### config.mk
export PLATFORM = sky130hd
export DESIGN_NAME = ser_tx_flat
export DESIGN_NICKNAME = d
export VERILOG_FILES = /design/src/rtl/ser_pkg.sv /design/src/rtl/ser_tx_if.sv /design/src/rtl/ser_bit_timer.sv /design/src/rtl/ser_tx.sv /design/src/flat_wrapper.sv
export SDC_FILE = /design/constraint.sdc
export NUM_CORES = 1
export LEC_CHECK = 0
export BUFFER_PORTS_ARGS = -buffer_cell sky130_fd_sc_hd__buf_2
export CAP_MARGIN = 20
export CORE_MARGIN = 5
export CORE_UTILIZATION = 44
export DETAILED_ROUTE_END_ITERATION = 8
export RECOVER_POWER = 100
export SKIP_CTS_REPAIR_TIMING = 1
export SYNTH_ARGS = -nofsm -noshare
export SYNTH_HDL_FRONTEND = slang
export SYNTH_SLANG_ARGS = --single-unit
export TNS_END_PERCENT = 10
### constraint.sdc
create_clock -name clk -period 4.9 [get_ports clk]
set_clock_uncertainty 0.2 [all_clocks]
set_input_delay 1.225 -clock clk [delete_from_list [all_inputs] [get_ports clk]]
set_output_delay 1.225 -clock clk [all_outputs]
set_load 0.02 [all_outputs]
### src/rtl/ser_pkg.sv
// Shared serial-line definitions used by the transmitter and the matching receiver.
package ser_pkg;

  typedef enum logic [2:0] {
    IDLE,
    START,
    DATA,
    PARITY,
    STOP
  } ser_state_e;

  localparam logic SER_IDLE_LEVEL  = 1'b1;
  localparam logic SER_START_LEVEL = 1'b0;

endpackage

### src/rtl/ser_tx_if.sv
// Word handshake into the serial transmitter: producer is master, transmitter is slave.
interface ser_tx_if #(
  parameter int unsigned WIDTH = 8
);

  logic [WIDTH-1:0] din;
  logic             din_valid;
  logic             din_ready;

  modport master (output din, output din_valid, input din_ready);
  modport slave  (input din, input din_valid, output din_ready);

endinterface

### src/rtl/ser_bit_timer.sv
// Bit-period counter: tick marks the last clk cycle of each serial bit while run is high.
module ser_bit_timer #(
  parameter int unsigned CLKS_PER_BIT = 4
) (
  input  logic clk,
  input  logic reset,
  input  logic run,
  output logic tick
);

  localparam int unsigned CW = (CLKS_PER_BIT > 1) ? $clog2(CLKS_PER_BIT) : 1;
  localparam logic [CW-1:0] LAST = CW'(CLKS_PER_BIT - 1);

  logic [CW-1:0] count_q, count_d;

  // With CLKS_PER_BIT == 1, LAST is 0 and the counter stays at 0, so tick is constant 1.
  assign tick = (count_q == LAST);

  always_comb begin
    count_d = count_q;
    if (!run || tick) begin
      count_d = '0;
    end else begin
      count_d = count_q + CW'(1);
    end
  end

  always_ff @(posedge clk) begin
    if (reset) begin
      count_q <= '0;
    end else begin
      count_q <= count_d;
    end
  end

endmodule

### src/rtl/ser_tx.sv
// Framed parallel-to-serial transmitter: start 0, data LSB first, optional even parity, stop 1.
// Define SER_TX_PARITY_EN to insert the parity bit between the data bits and the stop bit.
module ser_tx
  import ser_pkg::*;
#(
  parameter int unsigned WIDTH        = 8,
  parameter int unsigned CLKS_PER_BIT = 4
) (
  input  logic     clk,
  input  logic     reset,
  ser_tx_if.slave  bus,
  output logic     out,
  output logic     busy
);

  localparam int unsigned IW = $clog2(WIDTH);
  localparam logic [IW-1:0] LAST_IDX = IW'(WIDTH - 1);

  ser_state_e       state_q, state_d;
  logic [WIDTH-1:0] shreg_q, shreg_d;
  logic [IW-1:0]    idx_q, idx_d;
  logic             out_q, out_d;
  logic             busy_q, busy_d;
  logic             live_q;
  logic             tick, timer_run, ready_c, accept, load;
`ifdef SER_TX_PARITY_EN
  logic             parity_q, parity_d;
`endif

  assign timer_run = (state_q != IDLE);

  ser_bit_timer #(.CLKS_PER_BIT(CLKS_PER_BIT)) u_timer (
    .clk   (clk),
    .reset (reset),
    .run   (timer_run),
    .tick  (tick)
  );

  // live_q keeps ready low while reset is held, even though state is already IDLE.
  assign ready_c       = live_q & ((state_q == IDLE) | ((state_q == STOP) & tick));
  assign bus.din_ready = ready_c;
  assign accept        = bus.din_valid & ready_c;
  assign out           = out_q;
  assign busy          = busy_q;

  always_comb begin
    state_d = state_q;
    shreg_d = shreg_q;
    idx_d   = idx_q;
    load    = 1'b0;
`ifdef SER_TX_PARITY_EN
    parity_d = parity_q;
`endif
    case (state_q)
      IDLE:  load = accept;
      START: if (tick) state_d = DATA;
      DATA: begin
        if (tick) begin
          shreg_d = shreg_q >> 1;
          if (idx_q == LAST_IDX) begin
            idx_d = '0;
`ifdef SER_TX_PARITY_EN
            state_d = PARITY;
`else
            state_d = STOP;
`endif
          end else begin
            idx_d = idx_q + IW'(1);
          end
        end
      end
`ifdef SER_TX_PARITY_EN
      PARITY: if (tick) state_d = STOP;
`endif
      STOP: begin
        if (tick) begin
          state_d = IDLE;
          load    = accept;
        end
      end
      default: state_d = IDLE;
    endcase

    if (load) begin
      state_d = START;
      shreg_d = bus.din;
      idx_d   = '0;
`ifdef SER_TX_PARITY_EN
      parity_d = ^bus.din;
`endif
    end

    // Line level follows the state being entered so out is registered with no extra lag.
    case (state_d)
      START:   out_d = SER_START_LEVEL;
      DATA:    out_d = shreg_d[0];
`ifdef SER_TX_PARITY_EN
      PARITY:  out_d = parity_q;
`endif
      default: out_d = SER_IDLE_LEVEL;
    endcase
    busy_d = (state_d != IDLE);
  end

  always_ff @(posedge clk) begin
    if (reset) begin
      state_q <= IDLE;
      shreg_q <= '0;
      idx_q   <= '0;
      out_q   <= SER_IDLE_LEVEL;
      busy_q  <= 1'b0;
      live_q  <= 1'b0;
`ifdef SER_TX_PARITY_EN
      parity_q <= 1'b0;
`endif
    end else begin
      state_q <= state_d;
      shreg_q <= shreg_d;
      idx_q   <= idx_d;
      out_q   <= out_d;
      busy_q  <= busy_d;
      live_q  <= 1'b1;
`ifdef SER_TX_PARITY_EN
      parity_q <= parity_d;
`endif
    end
  end

endmodule
### src/flat_wrapper.sv
// flat-port wrapper written by rule: the top's interface ports become plain ports
module ser_tx_flat import ser_pkg::*;
#(
  parameter int unsigned WIDTH        = 8,
  parameter int unsigned CLKS_PER_BIT = 4
)
  (clk, reset, out, busy, bus_din, bus_din_valid, bus_din_ready);
  ser_tx_if #(.WIDTH(WIDTH)) bus_i ();
  input  logic clk;
  input  logic reset;
  output logic out;
  output logic busy;
  input wire logic [$bits(bus_i.din)-1:0] bus_din;
  input wire logic [$bits(bus_i.din_valid)-1:0] bus_din_valid;
  output wire logic [$bits(bus_i.din_ready)-1:0] bus_din_ready;
  assign bus_i.din = bus_din;
  assign bus_i.din_valid = bus_din_valid;
  assign bus_din_ready = bus_i.din_ready;
  ser_tx #(.WIDTH(WIDTH), .CLKS_PER_BIT(CLKS_PER_BIT)) u_core (.clk(clk), .reset(reset), .bus(bus_i), .out(out), .busy(busy));
endmodule
==> results.ini <==
[status]
status = completed

[hold_path]
hp-class = register to register
min-delay-start = u_core.u_timer.count_q[0]

[sta]
fin_crit_ns = 2.94
fmaxAchievable_ghz = 0.340
setup_violations = 0
hold_viol_final = 0
rsz0062_at_grt = false
relSlewSlack = 0.464
worst_pin_slew_ns = 0.804
finalMaxSlewViolations = 0
fin_ws_ns = 1.96
setup_tns_ns = 0
fin_crit_sh = 0.599

[cts]
clockRootBuffer = clkbuf_4
cts.path.max_buffers = 2
clk_pin_slew_ns = 0.10
cts_tree = done
cts_max_level = 1
cts_buffers = 3
clock_latency_ns = 0.29
cts.sinks = 19

[global_route]
grt_pass1_wl_um = 2710
grt_start_max_net_pins = 18
antenna_found_initial = 0
grt.overflow.total = 0
grtUsageTotal = 0.129
grt_pass1_vias = 588

[run]
drv_cap = 0

[setup_path]
crit_fanout = 8
r2r.worst_path.cells = 5
cp_top_family = flip-flops
path_depth = 4
worst_path_max_delay_cell = dfxtp_1
crit_start = u_core.u_timer.count_q[0]
r2r-end = u_core.out
startpoint_type = register
crit_arrival_ns = 1.51
crit_buf_inv = 1
r2r_slack_ns = 2.73
end_kind = primary output
criticalPathCategory = register to primary output
cp.required_ns = 3.47
endpoint = bus_din_ready
reg2reg_from = u_core.u_timer.count_q[0]
worstPathCellList = ha_1 > nand2b_1 > and3_1 > clkbuf_1
slowest_delay_ns = 0.35

[final_layout]
fill_cells = 188
area_growth_pct = 11.3
post-route-util = 0.499
antennaDiodeCount = 0
layout_common_cells = dfxtp_1, nor2_1, mux2i_1
final_cell_count_no_fill = 127
nets = 115
layout_commonest_cell = dfxtp_1
drive_gt1_frac = 0.130

[logic_synthesis]
syn_area_um2 = 853
ys_warn_count = 0
netlist-cell-type-count = 29
synth_edf_count = 0
ys_seq_area_frac = 0.446
synth_area_per_cell_um2 = 9.70
synth_ff_type = dfxtp_1
syn-instance-count = 88
synth_async_sr_flop_share = 0
synth_fp_nets = 102
synth-seq-cells = 19

[floorplan]
die_h_um = 54.0
start_util = 0.449
die_x_um = 54.0
row_count = 16
core_area_mm2 = 0.00190
ios = 14
fp.dieArea_mm2 = 0.00292

[detailed_routing]
first_iter_violations = 13
vias = 655
wl_um = 1640
drtAntennaViolNets = 0
drc = 0
post_drt_wl_per_cell_um = 12.9
first_pass_iters = 4
viasPerCell = 5.16

[power_and_ir_drop]
ir_drop_mv = 0.194
leakage_uw = 0.000356
power_density_mw_per_mm2 = 285

[placed_design]
gp_congestion = 0.731
dp_hpwl_um = 1180
place_worst_setup_slack_ns = 2.28
port_buffers = 13
dp_cells = 123

==> sequential cells by signal (all words and copies together) (netlist names) <==
register and count:
u_core.busy 1, u_core.idx_q 3, u_core.live_q 1, u_core.out 1, u_core.shreg_q 8, u_core.state_q 3
u_core.u_timer.count_q 2
==> routing by layer <==
layer / share of wire / track usage / up-vias / routed length, um
li1: - / - / 337 / -
met2: 0.45 / 0.190 / 8 / 744
met4: 0.0098 / 0.0581 / 0 / 16
met5: 0 / 0 / - / 0
met3: 0.035 / 0.0277 / 2 / 57
met1: 0.50 / 0.178 / 308 / 819
==> worst reg2reg max path, delay by kind of cell (launching register included) <==
family                   cells  cell delay [ns]
adder cells (fa/ha/maj)      1             0.29
AND/OR/NAND/NOR              2             0.72
multiplexers                 1             0.34
flip-flops                   1             0.35
AO/OA/AOI/OAI                1             0.16
==> logic make-up (layout without fill, tap and decap cells) <==
logic type,count (synthesis),in the layout,synth area share
adders and majority gates,3,3,0.0440
DFF,19,19,0.446
buffers and inverters,8,20,0.0396
and+or+nand+nor,35,35,0.232
muxes,10,10,0.123
AOI/OAI and AO/OA,13,13,0.116
==> final cells by class <==
cell class                 count  area (um2)  share of cell area
clock buffer                   4        26.3              0.0277
timing repair buffer          13        58.8              0.0619
sequential                    19         380               0.401
tap                           27        33.8              0.0356
multi-input combinational     61         439               0.462
inverter                       3        11.3              0.0119
==> stage by stage <==
stage,hold WS (ns),total power [uW],cell area (um2)
after floorplan,0.208,189,853
after global placement,0.215,198,930
after detailed placement,0.236,199,930
after CTS,0.251,275,956
after global routing,0.255,282,950
final,0.252,271,950
==> cell usage after synthesis (2+ instances only) <==
master    count  area, um2
a211oi_1      6       45.0
clkbuf_1      4       15.0
nor3_1        6       30.0
mux2i_1       9       90.1
ha_1          3       37.5
nand2b_1      3       18.8
inv_1         3       11.3
dfxtp_1      19        380
nand3b_1      2       15.0
nand2_1       3       11.3
nor2_1       10       37.5
and3_1        2       12.5
a21oi_1       2       10.0
==> report_power, final <==
group,internal [uW],switching [uW]
logic,12.5,15.8
registers,162,4.51
clock network,31.6,44.6
total,206,64.8
==> worst min path at each step <==
stage               cells past startpoint  slack [ns]                         to
floorplan                               1        0.21  u_core.u_timer.count_q[0]
global placement                        1        0.21  u_core.u_timer.count_q[0]
detailed placement                      1        0.24  u_core.u_timer.count_q[0]
CTS                                     1        0.25  u_core.u_timer.count_q[0]
global route                            1        0.26  u_core.u_timer.count_q[0]
finish                                  1        0.25  u_core.u_timer.count_q[0]
(Power assumes the default switching activity.)
